File: src/rtl/cp0_regfile_pkg.sv
// Shared CP0 definitions: register indices, exception codes, bit-field positions
// and default constants for the coprocessor-0 register block.
package cp0_defs;
    localparam logic [4:0] REG_SR    = 5'd12;
    localparam logic [4:0] REG_CAUSE = 5'd13;
    localparam logic [4:0] REG_EPC   = 5'd14;
    localparam logic [4:0] REG_PRID  = 5'd15;

    localparam logic [4:0] EXC_INT  = 5'd0;
    localparam logic [4:0] EXC_ADEL = 5'd4;
    localparam logic [4:0] EXC_ADES = 5'd5;
    localparam logic [4:0] EXC_RI   = 5'd10;
    localparam logic [4:0] EXC_OV   = 5'd12;

    localparam int IM_HI   = 15;
    localparam int IM_LO   = 10;
    localparam int IP_HI   = 15;
    localparam int IP_LO   = 10;
    localparam int EXL_BIT = 1;
    localparam int IE_BIT  = 0;
    localparam int BD_BIT  = 31;
    localparam int EXC_HI  = 6;
    localparam int EXC_LO  = 2;

    localparam logic [31:0] HANDLER_ADDR_DEFAULT = 32'h0000_4180;
    localparam logic [31:0] PRID_DEFAULT         = 32'h2020_1210;

    // EPC always holds a word address; the low two bits are forced to zero.
    function automatic logic [31:0] word_align(input logic [31:0] addr);
        return addr & 32'hFFFF_FFFC;
    endfunction
endpackage

File: src/rtl/cp0_regfile_int_arb.sv
// Interrupt/exception arbitration: interrupts outrank exceptions and both are
// masked while EXL is set.
module cp0_int_arb
    import cp0_defs::*;
(
    input  logic [5:0] hw_int,
    input  logic [5:0] im,
    input  logic       ie,
    input  logic       exl,
    input  logic       err_in,
    input  logic [4:0] exc_code_in,
    output logic       int_req,
    output logic       req,
    output logic [4:0] exc_code_sel
);
    assign int_req      = (|(hw_int & im)) & ie & ~exl;
    assign req          = int_req | (err_in & ~exl);
    assign exc_code_sel = int_req ? EXC_INT : exc_code_in;
endmodule

File: src/rtl/cp0_regfile.sv
// Coprocessor-0 register block: SR, Cause, EPC and PRId with mfc0/mtc0/eret
// access from the M stage and a combinational redirect request to the handler.
module cp0_regfile
    import cp0_defs::*;
#(
    parameter logic [31:0] PRID         = PRID_DEFAULT,
    parameter logic [31:0] HANDLER_ADDR = HANDLER_ADDR_DEFAULT
) (
    input  logic        clk,
    input  logic        reset,
    input  logic [4:0]  A1,
    output logic [31:0] RD,
    input  logic [4:0]  A2,
    input  logic [31:0] WD,
    input  logic        We,
    input  logic        ErrIn,
    input  logic [4:0]  ExcCodeIn,
    input  logic        BDIn,
    input  logic [31:0] EPCIn,
    input  logic [5:0]  HWInt,
    input  logic        EXLClr,
    output logic        Req,
    output logic [31:0] HandlerPC,
    output logic [31:0] EPCOut
);
    logic [5:0]  im_r;
    logic        exl_r;
    logic        ie_r;
    logic        bd_r;
    logic [5:0]  ip_r;
    logic [4:0]  exc_code_r;
    logic [31:0] epc_r;

    logic        int_req_s;
    logic        req_s;
    logic [4:0]  exc_code_sel_s;
    logic [31:0] sr_word_s;
    logic [31:0] cause_word_s;

    cp0_int_arb u_arb (
        .hw_int      (HWInt),
        .im          (im_r),
        .ie          (ie_r),
        .exl         (exl_r),
        .err_in      (ErrIn),
        .exc_code_in (ExcCodeIn),
        .int_req     (int_req_s),
        .req         (req_s),
        .exc_code_sel(exc_code_sel_s)
    );

    assign sr_word_s    = {16'd0, im_r, 8'd0, exl_r, ie_r};
    assign cause_word_s = {bd_r, 15'd0, ip_r, 3'd0, exc_code_r, 2'd0};

    assign Req       = req_s;
    assign HandlerPC = HANDLER_ADDR;
    assign EPCOut    = epc_r;

    // Register state: exception entry has priority over mtc0 and eret, which
    // are being flushed when Req is high.
    always_ff @(posedge clk) begin
        if (!reset) begin
            im_r       <= 6'd0;
            exl_r      <= 1'b0;
            ie_r       <= 1'b0;
            bd_r       <= 1'b0;
            ip_r       <= 6'd0;
            exc_code_r <= 5'd0;
            epc_r      <= 32'd0;
        end else begin
            ip_r <= HWInt;
            if (req_s) begin
                exl_r      <= 1'b1;
                exc_code_r <= exc_code_sel_s;
                bd_r       <= BDIn;
                epc_r      <= word_align(EPCIn);
            end else begin
                if (We && (A2 == REG_SR)) begin
                    im_r  <= WD[IM_HI:IM_LO];
                    ie_r  <= WD[IE_BIT];
                    exl_r <= EXLClr ? 1'b0 : WD[EXL_BIT];
                end else if (EXLClr) begin
                    exl_r <= 1'b0;
                end else begin
                    exl_r <= exl_r;
                end
                if (We && (A2 == REG_EPC)) begin
                    epc_r <= word_align(WD);
                end else begin
                    epc_r <= epc_r;
                end
            end
        end
    end

    // mfc0 read port, no bypass from a same-cycle write.
    always_comb begin
        RD = 32'd0;
        case (A1)
            REG_SR:    RD = sr_word_s;
            REG_CAUSE: RD = cause_word_s;
            REG_EPC:   RD = epc_r;
            REG_PRID:  RD = PRID;
            default:   RD = 32'd0;
        endcase
    end
endmodule

File: config.mk
export PLATFORM = sky130hd
export DESIGN_NAME = cp0_regfile
export DESIGN_NICKNAME = d
export VERILOG_FILES = /design/src/rtl/cp0_regfile_pkg.sv /design/src/rtl/cp0_regfile_int_arb.sv /design/src/rtl/cp0_regfile.sv
export SDC_FILE = /design/constraint.sdc
export NUM_CORES = 1
export LEC_CHECK = 0
export CAP_MARGIN = 20
export CORE_MARGIN = 5
export CORE_UTILIZATION = 38
export DETAILED_ROUTE_END_ITERATION = 8
export HOLD_SLACK_MARGIN = 0.03
export PLACE_DENSITY = 0.86
export SLEW_MARGIN = 20
export SYNTH_ARGS = -nofsm -noshare
export SYNTH_HDL_FRONTEND = slang
export SYNTH_SLANG_ARGS = --single-unit
File: constraint.sdc
create_clock -name clk -period 3.2 [get_ports clk]
set_input_delay 0.32 -clock clk [delete_from_list [all_inputs] [get_ports clk]]
set_output_delay 0.32 -clock clk [all_outputs]
set_load 0.01 [all_outputs]
==> results.toml, run 1 <==
[global_routing]
grt_pass1_vias = 2771
grt.busiest_layer = "met2"
grt_util_all_layers_pct = 18.9
grt_pass1_wl_um = 13300
use_met1_pct = 20.7
met2_usage_pct = 34.6
antenna_found_initial = 0
gr-total-overflow = 0
grt.met3_usage_pct = 7.09
grt_max_degree = 62

[yosys]
netlist_area_um2 = 2720
yosysSeqAreaShare_pct = 36.8
yosys.area.top_type = "dfxtp_1"
synth-seq-cells = 50
async_flop_share_pct = 0
synth_flop_cell = "dfxtp_1"
avgSynthCellArea_um2 = 8.49
synth_cells = 320
synth_edf_count = 0
synth_cell_types = 29
synth_top_area_share_pct = 36.8
ys_top_cells_by_area = "dfxtp_1 37%, mux2i_1 18%, buf_4 9.7%, a21oi_1 6.6%, o21ai_0 5.7%"
ys_warn_count = 0

[clock_network]
clock_latency_ps = 300
ctsResizeCount = 0
cts_buffer_depth = 2
htreeDepth = 2
hold_buffers = 0
root_buffer = "clkbuf_8"
cts_tree = "yes"
numCtsBuffers = 5
clk_pin_slew_ps = 90
post_cts.repair.setup_buffers = 0
cts.sinks = 50

[place]
dp_cells = 552
dp_hpwl_um = 7020
numPortBuffers = 151
place_congestion = 0.793

[setup_path]
crit_cells = 7
crit_path_start_kind = "primary input"
critical_path_class = "in2out"
crit_arrival_ps = 2190
worstPathRequired_ps = 2880
rr_worst_depth = 5
cp_slowest_cell = "clkdlybuf4s50_1"
cp-end-kind = "output port"
slowest_delay_ps = 550
cp_top_family = "buffers and inverters"
ff2ff_setup_slack_ps = 990
cp.buffers_inverters = 4
startpoint = "A1[0]"
rr_endpoint = "im_r[4]"
crit_fanout = 15
crit_chain = "clkdlybuf4s50_1, buf_4, nor2b_1, nor2b_1, buf_4, and2_1, clkdlybuf4s50_1"
rr_startpoint = "im_r[1]"

[min_path]
hp-start = "im_r[5]"
min_path_type = "reg2reg"
min_delay_path_depth = 2
min_delay_worst_endpoint = "im_r[5]"

[sta]
fmax_mhz = 398
hold_violations = 0
fin_crit_sh_pct = 78.5
rsz0062_at_grt = "false"
tns_ps = 0
slew_viol_final = 0
setup_viol = 0
worstMarginPinSlew_ps = 579
fin_skew_ps = 10.1
layout_min_cycle_time_ps = 2510
slew_headroom_pct = 61.3

[final_layout]
drive_gt1_share_pct = 4.53
seq_area_um2 = 1000
n_fill_cell = 596
fin_nets = 554
area_growth_pct = 58.3
antenna_cells = 0
final_cells = 560
multi_input_area_um2 = 1480

[drt]
via_per_inst = 4.69
antenna_left = 0
drt-initial-drc-count = 64
wl_per_cell_um = 15.5
drc_errors = 0
dr.pass1.iters = 5
wirelength_um = 8650
vias = 2626

[die]
design.core.area_um2 = 6870
die_x_um = 94.5
rows = 30
fp.dieArea_um2 = 8940
initial_core_util_pct = 39.5
io_pins = 188
die_h_um = 94.5

[pwr]
irDropWorstVdd_mv = 0.195
power_density_nw_per_um2 = 345
power.leakage_nw = 1.57

[job]
cap_viol_max_count = 0

[run_status]
outcome = "finished, final reports clean"
==> cell usage after synthesis (5+ instances only) <==
cell	number
nor2_1	26
a22oi_1	5
a21oi_1	36
nand2_1	17
and2_1	22
mux2i_1	48
o21ai_0	31
nor2b_1	7
clkbuf_1	13
dfxtp_1	50
buf_4	35
==> worst min-delay path, cell delays in order (launching register included) <==
cell     delay [ps]
dfxtp_1         330
nand2_1          60
mux2i_1          50
==> cell type report <==
cell class	count	area share, %
repair buffers	160	36.6
multi-input cells	243	34.4
flip-flops and latches	50	23.3
well taps	96	2.79
clock buffers	5	1.60
clock inverters	3	1.05
inverters	3	0.262
==> kinds of logic (layout without fill, tap and decap cells) <==
logic type | Yosys count | after routing | synth area share [%]
buffers and inverters | 59 | 171 | 13.3
other | 2 | 34 | 0.276
AO/OA/AOI/OAI | 80 | 80 | 17.0
AND/OR/NAND/NOR | 81 | 81 | 14.9
multiplexers | 48 | 48 | 17.7
flip-flops | 50 | 50 | 36.8
==> where the power goes <==
group	internal, mW	leakage (nW)	total, mW	switching (mW)
combinational	0.199	1.11	0.341	0.142
sequential	0.661	0.411	0.691	0.0295
clock	0.233	0.0504	0.449	0.217
==> routing by layer <==
layer	up-vias	part of all wire (%)
li1	1317	-
met4	0	1.2
met5	-	0
met1	1179	38
met3	12	9.8
met2	118	51
==> placed cells by master (no fill, tap or decap) <==
cell type and n:
clkdlybuf4s50_1 150, dfxtp_1 50, mux2i_1 48, a21oi_1 36
conb_1 34, o21ai_0 31, nor2_1 26, and2_1 22
nand2_1 17, buf_4 9, nor2b_1 7, a22oi_1 5
clkbuf_8 5, a22o_1 3, inv_1 3, nor3_1 3
clkinvlp_4 2, o21ba_2 1, o41ai_4 1, nand3b_1 1
nor4b_1 1, nor4_1 1, a211oi_1 1, nand4b_1 1
nor3b_2 1, and3b_1 1, o31a_1 1, o311ai_0 1
bufinv_16 1, buf_2 1
==> stage by stage <==
step                      worst slack [ps]  util, %  cell area (um2)  total power [mW]  hold WS [ps]
after global routing                   542     62.6             4300              1.55           502
final                                  687     62.6             4300              1.48           487
after CTS                              657     62.7             4310              1.49           484
after global placement                 606     61.0             4190              1.04           460
after floorplan                       1580        -             2840             0.865           442
after detailed placement               508     61.0             4190              1.05           469
==> worst max-delay path by stage <==
| stage | endpoint | slack (ps) |
|---|---|---|
| finish | RD[8] | 690 |
| global route | RD[23] | 540 |
| CTS | RD[8] | 660 |
| detailed placement | im_r[4] | 510 |
| global placement | im_r[3] | 610 |
| floorplan | exl_r | 1580 |
==> state kept, by name, summed over array words and instances (netlist names) <==
register / cells
im_r: 6
exc_code_r: 5
ip_r: 6
exl_r: 1
bd_r: 1
EPCOut: 30
ie_r: 1
Note: power is estimated with default switching activity, not from simulation.
==> inputs of run 2 (changes only) <==
- CORE_UTILIZATION: 38 -> 36
- PLACE_DENSITY: 0.86 -> 0.82
- clock period: 3.2 -> 2.4 ns (I/O delays scaled with it)
==> run 2 against run 1 <==
- die area grew 5.0%
- power grew 34%
- wire length shrank 3.4%
- clock-buffer cell count grew 1
- non-clock buffer count grew 6
- via count shrank 0.34%
- sequential power grew 33%
- critical path depth shrank 1
- critical path type unchanged
- critical endpoint is now RD[27]
- largest power group unchanged
==> results.toml, run 2 (synthesis results as in run 1) <==
[final_layout]
n_fill_cell = 647
largest_reg_flops = 30
drive_gt1_share_pct = 5.33
fin_nets = 560
mostFrequentLayoutCells = "151 x clkdlybuf4s50_1, 50 x dfxtp_1, 48 x mux2i_1"
area_growth_pct = 60.7
antenna_cells = 0
final_common_cell = "clkdlybuf4s50_1"

[sta]
fin_skew_ps = 5.92
worstMarginPinSlew_ps = 536
slew_viol_final = 0
fmax_mhz = 437
rsz0062_at_grt = "false"
tns_ps = 0
hold_violations = 0
setup_viol = 0
slew_headroom_pct = 64.2
fin_crit_sh_pct = 95.3
layout_min_cycle_time_ps = 2290

[drt]
via_per_inst = 4.61
drc_errors = 0
wirelength_um = 8360
vias = 2617
antenna_left = 0
dr.pass1.iters = 4
wl_per_cell_um = 14.7
drt-initial-drc-count = 95

[die]
rows = 31
initial_core_util_pct = 37.3
fp.dieArea_um2 = 9380
io_pins = 188
die_x_um = 96.9
design.core.area_um2 = 7290
die_h_um = 96.9

[setup_path]
cp_top_family = "buffers and inverters"
worst_path_most_repeated_cell = "clkdlybuf4s50_1"
cp.buffers_inverters = 3
crit_arrival_ps = 2050
cp_slowest_cell = "clkdlybuf4s50_1"
crit_fanout = 15
crit_chain = "clkdlybuf4s50_1, nand3b_1, nor2b_1, buf_4, and2_1, clkdlybuf4s50_1"
worstPathRequired_ps = 2160
slowest_delay_ps = 540
crit_path_start_kind = "primary input"
cp-end-kind = "output port"
critical_path_class = "in2out"

[clock_network]
htreeDepth = 2
post_cts.repair.setup_buffers = 0
root_buffer = "clkbuf_8"
cts.sinks = 50
cts_tree = "yes"
numCtsBuffers = 5
ctsResizeCount = 0
hold_buffers = 0
clock_latency_ps = 300
cts_buffer_depth = 2
clk_pin_slew_ps = 80

[global_routing]
grt_pass1_vias = 2789
grt_pass1_wl_um = 13700
grt_max_degree = 54
gr-total-overflow = 0
antenna_found_initial = 0
grt_util_all_layers_pct = 17.5

[pwr]
seqPwrFrac_pct = 46.4
power_density_nw_per_um2 = 454
p_sw_share_pct = 25.0
irDropWorstVdd_mv = 0.224
pwr-share-comb_pct = 23.2
p_switching_uw = 495
p_clk_share_pct = 30.5
fin_total_pwr_mw = 1.98
intPower_mw = 1.49
power.leakage_nw = 1.61

[min_path]
min_path_type = "reg2reg"

[run_status]
outcome = "finished, final reports clean"

[job]
cap_viol_max_count = 0

[place]
dp_hpwl_um = 6700
place_congestion = 0.784
numPortBuffers = 151
## run 2: worst paths after layout
kind	slack (ps)	startpoint	cells after the start	end
max	110	A1[4]	6	RD[27]
min reg2reg	480	im_r[0]	2	im_r[0]
min	480	im_r[0]	2	im_r[0]
max reg2reg	650	im_r[1]	4	im_r[5]
## run 2: worst reg2reg max path: cells and delay by family (launching register included)
kind	cells	cell delay, ps
and+or+nand+nor	1	430
muxes	1	230
DFF	1	330
AOI/OAI and AO/OA	2	680
## run 2: per-layer routing
layer	vias to the layer above	wire (um)	global-route usage, %
met3	13	754	5.97
met4	0	153	4.75
met5	-	0	0
met1	1150	3290	19.0
li1	1331	-	-
met2	123	4160	32.1
## run 2: per-stage QoR
| stage | util [%] | hold WS [ps] | worst slack [ps] | std cells | cell area (um2) |
|---|---|---|---|---|---|
| global placement | 58.3 | 459 | 157 | 561 | 4250 |
| finish | 59.9 | 477 | 113 | 568 | 4370 |
| floorplan | - | 362 | 816 | 352 | 2840 |
| detailed placement | 58.3 | 464 | 110 | 561 | 4250 |
| CTS | 59.9 | 479 | 87.3 | 568 | 4370 |
| global route | 59.9 | 512 | 3.43 | 568 | 4370 |
## run 2: power by group through the flow
stage	logic (mW)	clock network [mW]	registers (mW)
finish	0.459	0.603	0.919
global route	0.500	0.657	0.928
CTS	0.461	0.623	0.919
detailed placement	0.460	0	0.938
global placement	0.451	0	0.936
floorplan	0.206	0	0.947
## run 2: area by class of cell
type	instances	area (um2)	area share, %
timing repair buffer	166	1640	37.5
multi-input combinational	243	1480	33.9
sequential	50	1000	22.9
tap	99	124	2.84
clock buffer	6	82.6	1.89
clock inverter	1	30.0	0.688
inverter	3	11.3	0.258
